`config.mk`:
```
export PLATFORM = sky130hd
export DESIGN_NAME = mac_accum_stage_flat
export DESIGN_NICKNAME = d
export VERILOG_FILES = /design/src/rtl/mac_accum_stage_if.sv /design/src/rtl/mac_accum_stage.sv /design/src/flat_wrapper.sv
export SDC_FILE = /design/constraint.sdc
export NUM_CORES = 1
export LEC_CHECK = 0
export BUFFER_PORTS_ARGS = -buffer_cell sky130_fd_sc_hd__buf_2
export CORE_AREA = 2 2 182 319
export CTS_CLUSTER_SIZE = 12
export DETAILED_ROUTE_END_ITERATION = 8
export DIE_AREA = 0 0 184 321
export HOLD_SLACK_MARGIN = 0.03
export PLACE_DENSITY_LB_ADDON = 0.1
export SLEW_MARGIN = 20
export SYNTH_ARGS = -nofsm -noshare
export SYNTH_HDL_FRONTEND = slang
export SYNTH_SLANG_ARGS = --single-unit
export TNS_END_PERCENT = 5
```
`constraint.sdc`:
```
create_clock -name i_clk -period 9.8 [get_ports i_clk]
set_input_delay 2.45 -clock i_clk [delete_from_list [all_inputs] [get_ports i_clk]]
set_output_delay 2.45 -clock i_clk [all_outputs]
set_load 0.1 [all_outputs]
```
`src/rtl/mac_accum_stage_if.sv`:
```
// mac_accum_stage_if: operand-issue and result handshake bundle for mac_accum_stage
//   master: beat issuer / product source / result consumer
//   slave : the accumulation stage
//   i_in_vld/o_in_rdy        operand beat handshake (beat also goes to mult32x32)
//   i_multa_ns/i_multb_ns    operand signedness as seen by the multiplier
//   i_in_last                beat closes the current sequence
//   i_product                mult32x32 product, MULT_LAT cycles after its beat
//   o_res/o_res_ovf          result FIFO head: sequence sum and overflow flag
//   o_res_vld/i_res_rdy      result handshake
//   o_busy                   work in flight, partial sum pending or results queued
interface mac_accum_stage_if #(parameter int ACC_W = 72);
  logic             i_in_vld;
  logic             o_in_rdy;
  logic             i_multa_ns;
  logic             i_multb_ns;
  logic             i_in_last;
  logic [63:0]      i_product;
  logic [ACC_W-1:0] o_res;
  logic             o_res_ovf;
  logic             o_res_vld;
  logic             i_res_rdy;
  logic             o_busy;
  modport master (
    output i_in_vld, i_multa_ns, i_multb_ns, i_in_last, i_product, i_res_rdy,
    input  o_in_rdy, o_res, o_res_ovf, o_res_vld, o_busy
  );
  modport slave (
    input  i_in_vld, i_multa_ns, i_multb_ns, i_in_last, i_product, i_res_rdy,
    output o_in_rdy, o_res, o_res_ovf, o_res_vld, o_busy
  );
endinterface

```
`src/rtl/mac_accum_stage.sv`:
```
// mac_accum_stage: sums mult32x32 products over tagged operand sequences into a 2-entry result FIFO
//   i_clk  clock
//   i_rst  asynchronous active-high reset
//   bus    mac_accum_stage_if.slave (operand handshake, aligned product, result handshake, busy)
//   MULT_LAT  multiplier latency in cycles (>=1); ACC_W accumulator/result width (>=64)
//   Define MAC_ACC_SAT_EN to saturate on signed overflow instead of wrapping.
module mac_accum_stage #(
  parameter int MULT_LAT = 2,
  parameter int ACC_W    = 72
) (
  input logic              i_clk,
  input logic              i_rst,
  mac_accum_stage_if.slave bus
);
  localparam int PW = $clog2(MULT_LAT + 3) + 1;
  localparam int M  = ACC_W - 1;
  logic [MULT_LAT-1:0] vld_q, vld_d, sgn_q, sgn_d, last_q, last_d;
  logic [ACC_W-1:0]    acc_q, acc_d;
  logic                ovf_q, ovf_d;
  logic [ACC_W:0]      mem_q [2];
  logic [ACC_W:0]      mem_d [2];
  logic                wr_q, wr_d, rd_q, rd_d;
  logic [1:0]          cnt_q, cnt_d;
  logic [PW-1:0]       pend;
  logic                in_fire, al_vld, al_sgn, al_last, ovf_now, flag, push, pop;
  logic [ACC_W-1:0]    ext_s, ext_u, ext, sum, sum_f;
  // Credit covers results already queued plus sequence closers still in the multiplier.
  always_comb begin
    pend = PW'(cnt_q);
    for (int i = 0; i < MULT_LAT; i++) pend = pend + PW'(vld_q[i] & last_q[i]);
  end
  always_comb begin
    in_fire = bus.i_in_vld && bus.o_in_rdy;
    al_vld  = vld_q[MULT_LAT-1];
    al_sgn  = sgn_q[MULT_LAT-1];
    al_last = last_q[MULT_LAT-1];
    ext_s   = ACC_W'($signed(bus.i_product));
    ext_u   = ACC_W'(bus.i_product);
    ext     = al_sgn ? ext_s : ext_u;
    sum     = acc_q + ext;
    ovf_now = (acc_q[M] == ext[M]) && (sum[M] != acc_q[M]);
`ifdef MAC_ACC_SAT_EN
    sum_f   = ovf_now ? (ext[M] ? {1'b1, {M{1'b0}}} : {1'b0, {M{1'b1}}}) : sum;
`else
    sum_f   = sum;
`endif
    flag    = ovf_q | ovf_now;
    push    = al_vld && al_last;
    pop     = (cnt_q != 2'd0) && bus.i_res_rdy;
    vld_d   = MULT_LAT'({vld_q, in_fire});
    sgn_d   = MULT_LAT'({sgn_q, bus.i_multa_ns | bus.i_multb_ns});
    last_d  = MULT_LAT'({last_q, in_fire & bus.i_in_last});
    acc_d   = al_vld ? (al_last ? '0 : sum_f) : acc_q;
    ovf_d   = al_vld ? (!al_last && flag) : ovf_q;
    cnt_d   = cnt_q + 2'(push) - 2'(pop);
    wr_d    = wr_q ^ push;
    rd_d    = rd_q ^ pop;
    mem_d   = mem_q;
    if (push) mem_d[wr_q] = {sum_f, flag};
  end
  always_ff @(posedge i_clk or posedge i_rst)
    if (i_rst) begin
      vld_q  <= '0;
      sgn_q  <= '0;
      last_q <= '0;
      acc_q  <= '0;
      ovf_q  <= 1'b0;
      mem_q  <= '{default: '0};
      wr_q   <= 1'b0;
      rd_q   <= 1'b0;
      cnt_q  <= 2'd0;
    end else begin
      vld_q  <= vld_d;
      sgn_q  <= sgn_d;
      last_q <= last_d;
      acc_q  <= acc_d;
      ovf_q  <= ovf_d;
      mem_q  <= mem_d;
      wr_q   <= wr_d;
      rd_q   <= rd_d;
      cnt_q  <= cnt_d;
    end
  always_ff @(posedge i_clk)
    if (!i_rst) assert (!(push && !pop && cnt_q == 2'd2));
  assign bus.o_in_rdy  = !i_rst && (pend < PW'(2));
  assign bus.o_res_vld = cnt_q != 2'd0;
  assign {bus.o_res, bus.o_res_ovf} = mem_q[rd_q];
  assign bus.o_busy    = (|vld_q) || (acc_q != '0) || ovf_q || (cnt_q != 2'd0);
endmodule

```
`src/flat_wrapper.sv`:
```
// flat-port wrapper written by rule: the top's interface ports become plain ports
module mac_accum_stage_flat 
#(
  parameter int MULT_LAT = 2,
  parameter int ACC_W    = 72
)
  (i_clk, i_rst, bus_i_in_vld, bus_i_multa_ns, bus_i_multb_ns, bus_i_in_last, bus_i_product, bus_i_res_rdy, bus_o_in_rdy, bus_o_res, bus_o_res_ovf, bus_o_res_vld, bus_o_busy);
  mac_accum_stage_if #(.ACC_W(ACC_W)) bus_i ();
  input logic i_clk;
  input logic i_rst;
  input wire logic [$bits(bus_i.i_in_vld)-1:0] bus_i_in_vld;
  input wire logic [$bits(bus_i.i_multa_ns)-1:0] bus_i_multa_ns;
  input wire logic [$bits(bus_i.i_multb_ns)-1:0] bus_i_multb_ns;
  input wire logic [$bits(bus_i.i_in_last)-1:0] bus_i_in_last;
  input wire logic [$bits(bus_i.i_product)-1:0] bus_i_product;
  input wire logic [$bits(bus_i.i_res_rdy)-1:0] bus_i_res_rdy;
  output wire logic [$bits(bus_i.o_in_rdy)-1:0] bus_o_in_rdy;
  output wire logic [$bits(bus_i.o_res)-1:0] bus_o_res;
  output wire logic [$bits(bus_i.o_res_ovf)-1:0] bus_o_res_ovf;
  output wire logic [$bits(bus_i.o_res_vld)-1:0] bus_o_res_vld;
  output wire logic [$bits(bus_i.o_busy)-1:0] bus_o_busy;
  assign bus_i.i_in_vld = bus_i_in_vld;
  assign bus_i.i_multa_ns = bus_i_multa_ns;
  assign bus_i.i_multb_ns = bus_i_multb_ns;
  assign bus_i.i_in_last = bus_i_in_last;
  assign bus_i.i_product = bus_i_product;
  assign bus_i.i_res_rdy = bus_i_res_rdy;
  assign bus_o_in_rdy = bus_i.o_in_rdy;
  assign bus_o_res = bus_i.o_res;
  assign bus_o_res_ovf = bus_i.o_res_ovf;
  assign bus_o_res_vld = bus_i.o_res_vld;
  assign bus_o_busy = bus_i.o_busy;
  mac_accum_stage #(.MULT_LAT(MULT_LAT), .ACC_W(ACC_W)) u_core (.i_clk(i_clk), .i_rst(i_rst), .bus(bus_i));
endmodule
```
==> run metrics <==
fin crit share 62.4%; Via Count 10600; critical path class in2out; Post CTS Setup Buffer Count 0; yosys warns 0; Die X 184 µm; max-cap viol count 0; Critical Path RT 7350 ps; smallest hold slack 361 ps; # port buffers 146; post-synthesis compound-gate area fraction between 10% and 20%; area leader, netlist dfrtp_1; fmax 0.163 GHz; total CTS buffers 26; core area approximately 0.057 mm²; VDD IR max approximately 0.21 mV; syn nets ~1500; mux share of post-synthesis cell area 16.0%; Cell Chain, Critical Path buf_2 -> a2111oi_0 -> buf_2; Post-Synth Simple-Gate Area 9.51%; min Tclk post-route 6120 ps; Sink Count 229; first-pass detailed-route iteration total 4; Chip Height 321 µm; Clock Skew 18.2 ps; Via-to-Cell Ratio 4.96; endpoint class of the critical path primary output; diode count 0; Final Util 28.8%; Net Sw Frac 51.8%; gr ovfl total 0; Async SR Flop Fraction 100%; Antenna Violating Nets Remaining 0; Crit Path Max Fanout 3; # setup viols final 0; CP arrival 3670 ps; Clock Latency Late Sink 560 ps; layout cell share with drive strength beyond 1 30.2%; placed cell count 2097; met3 wire length 1.62 mm; leakage power 7.65 nW; RSZ-0062 raised after global routing no; Final Slew Violations 0; uppermost layer routed met4; Critical-path top delay cell a2111oi_0; post-CTS sizing 0; Clock transition at path regs 60 ps; crit start category input port; Synth area leaders dfrtp_1, mux2_2, ha_1; Post-synth EDFFs 0; M1 wire length 18.3 mm; Yosys reg bits 229; vias in the first global route 11600; adder-cell share of the synthesized area between 6 and 7%; largest net degree at the start of global routing 81; Root Buffer clkbuf_16; # DRC 0; met2 wire length 27.0 mm; WL final 48.0 mm; Starting Density roughly 25%; switching pwr 3.33 mW; reg-to-reg startpoint u_core.acc_q[0]$_DFFE_PP0P_; # rows around 120; area growth from synthesis to layout 16.4%; Min-Delay Startpoint u_core.sgn_q[0]$_DFF_PP0_; # H-tree levels 1; Synth Flop Type dfrtp_1; status finished clean; area share of xor/xnor cells in the synthesized design 4.47%; measured slew at the worst slew-check pin 1000 ps; Worst Slack Setup Final 3680 ps; I/O Pins roughly 150; initial DRC count 492; post-synth top area share around two fifths; synthesized instance count 1306; gpl congestion 0.841; Seq pwr share 25.0%; crit path launch i_rst; Max-slew headroom 33.2%; Hold Fails Final Rpt 0; initial antenna violation count 0; Post-Synthesis Cell Area around 0.014 mm²; hold crit path type reg2reg; CTS tree done; Nets about 1600; combinational share of power 58.6%; clock share of power 16.4%; Pwr Density 393 mW/mm²; global-route wire length before repair 72.3 mm; Internal between 3 and 4 mW; largest family of logic cells by synthesized area compound AO/OA/AOI/OAI gates; most used cell, CP buf_2; hold_buf cts 0; sequential element share of the synthesized area about two fifths; fin cells between 2000 and 2500; total track usage 16.2%; Bufs on Longest Clock Path 3; critical path's largest stage delay approximately 540 ps; R2R setup slack 6040 ps; total die area 0.0591 mm²; post-synth cell types 84; DPL Wire Length 36.4 mm; setup TNS 0 ps; dpl ws 3680 ps; Routed WL per cell 22.4 µm; Syn Area/Cell between 10 and 15 µm²
==> layer usage <==
metal	GRT usage, %	vias to the layer above
met2	32.5	198
met1	17.6	5315
li1	-	5067
met3	1.77	45
met5	0	-
met4	4.36	0
==> worst max-delay path: cells and delay by family <==
family,cells,cell delay [ps]
AOI/OAI and AO/OA,1,540
buffers and inverters,2,670
==> layout make-up <==
class,instances,area [µm²]
Fill cell,6000,40300
Multi-Input combinational cell,967,7810
Sequential cell,229,5730
Tap cell,708,886
Timing Repair Buffer,156,830
Clock buffer,38,797
Inverter,38,150
Clock inverter,7,115
==> logic make-up (layout without fill, tap and decap cells) <==
logic type	count (synthesis)	count (layout)
buf+inv	110	239
fa+ha+maj	77	77
mux	200	200
compound gates	363	363
xor+xnor	70	70
simple gates	257	257
flops	229	229
==> sequential cells by signal, indices dropped and copies added, names as in the netlist <==
| register | cells |
|---|---|
| u_core.mem_q | 146 |
| u_core.vld_q | 2 |
| u_core.ovf_q | 1 |
| u_core.acc_q | 72 |
| u_core.wr_q | 1 |
| u_core.cnt_q | 2 |
| u_core.sgn_q | 2 |
| u_core.last_q | 2 |
| u_core.rd_q | 1 |
==> synthesized netlist by cell type (all sizes together), types with 2 or more instances <==
cell type,count
o21bai,14
a211oi,8
nand4,26
a21o,42
nand2b,10
buf,21
a21oi,102
or3,7
a311oi,2
nor4,20
mux2,196
inv,38
o211ai,9
a221oi,5
or2,3
a31oi,9
nor2b,11
o21ai,50
a211o,2
nand2,65
a221o,4
o31ai,5
a22o,61
clkbuf,51
xor2,25
o221ai,6
dfrtp,229
nor3,9
nand3,10
xnor2,44
ha,76
a21boi,5
o2111ai,7
and3,14
mux2i,4
and2,12
o2bb2ai,5
and4,5
a2111oi,5
or2b,2
o21a,13
nor2,56
==> cell usage in the layout (no fill, tap or decap), drive strengths merged, types with 5 or more instances in the layout <==
cell type  instances
o221ai             6
and4               5
a211oi             8
xnor2             44
a221oi             5
a2111oi            5
o2111ai            7
dfrtp            229
nor2b             11
o21ai             50
a21o              42
or3                7
and3              14
and2              12
xor2              25
buf              156
nand2b            10
nand2             65
o31ai              5
o2bb2ai            5
a21boi             5
mux2             196
a21oi            102
clkbuf            38
o21bai            14
a22o              61
nor4              20
ha                76
o21a              13
nor2              56
nor3               9
o211ai             9
nand3             10
inv               38
nand4             26
a31oi              9
==> power by group through the flow <==
stage | registers (mW) | logic [mW] | clock network [mW]
after global routing | 1.65 | 4.05 | 1.13
after floorplan | 1.46 | 3.01 | 0
final | 1.60 | 3.76 | 1.05
after CTS | 1.61 | 3.83 | 1.10
after global placement | 1.62 | 3.81 | 0
after detailed placement | 1.63 | 3.82 | 0
==> worst paths after layout <==
path                                                 end  cells past startpoint
hold reg to reg                u_core.sgn_q[1]$_DFF_PP0_                      0
min in group asynchronous     u_core.last_q[0]$_DFF_PP0_                      2
setup / recovery                            bus_o_in_rdy                      3
max in group asynchronous  u_core.mem_q[112]$_DFFE_PP0P_                      3
setup reg to reg            u_core.mem_q[67]$_DFFE_PP0P_                     13
hold / removal                 u_core.sgn_q[1]$_DFF_PP0_                      0
==> per-stage QoR <==
| stage | instance area [µm²] | power (mW) |
|---|---|---|
| 2_1_floorplan | 14000 | 4.47 |
| 3_3_place_gp | 15400 | 5.43 |
| 3_5_place_dp | 15400 | 5.44 |
| 4_1_cts | 16300 | 6.54 |
| 5_1_grt | 16300 | 6.83 |
| 6_report | 16300 | 6.42 |
Power figures use the tool's default switching activity.
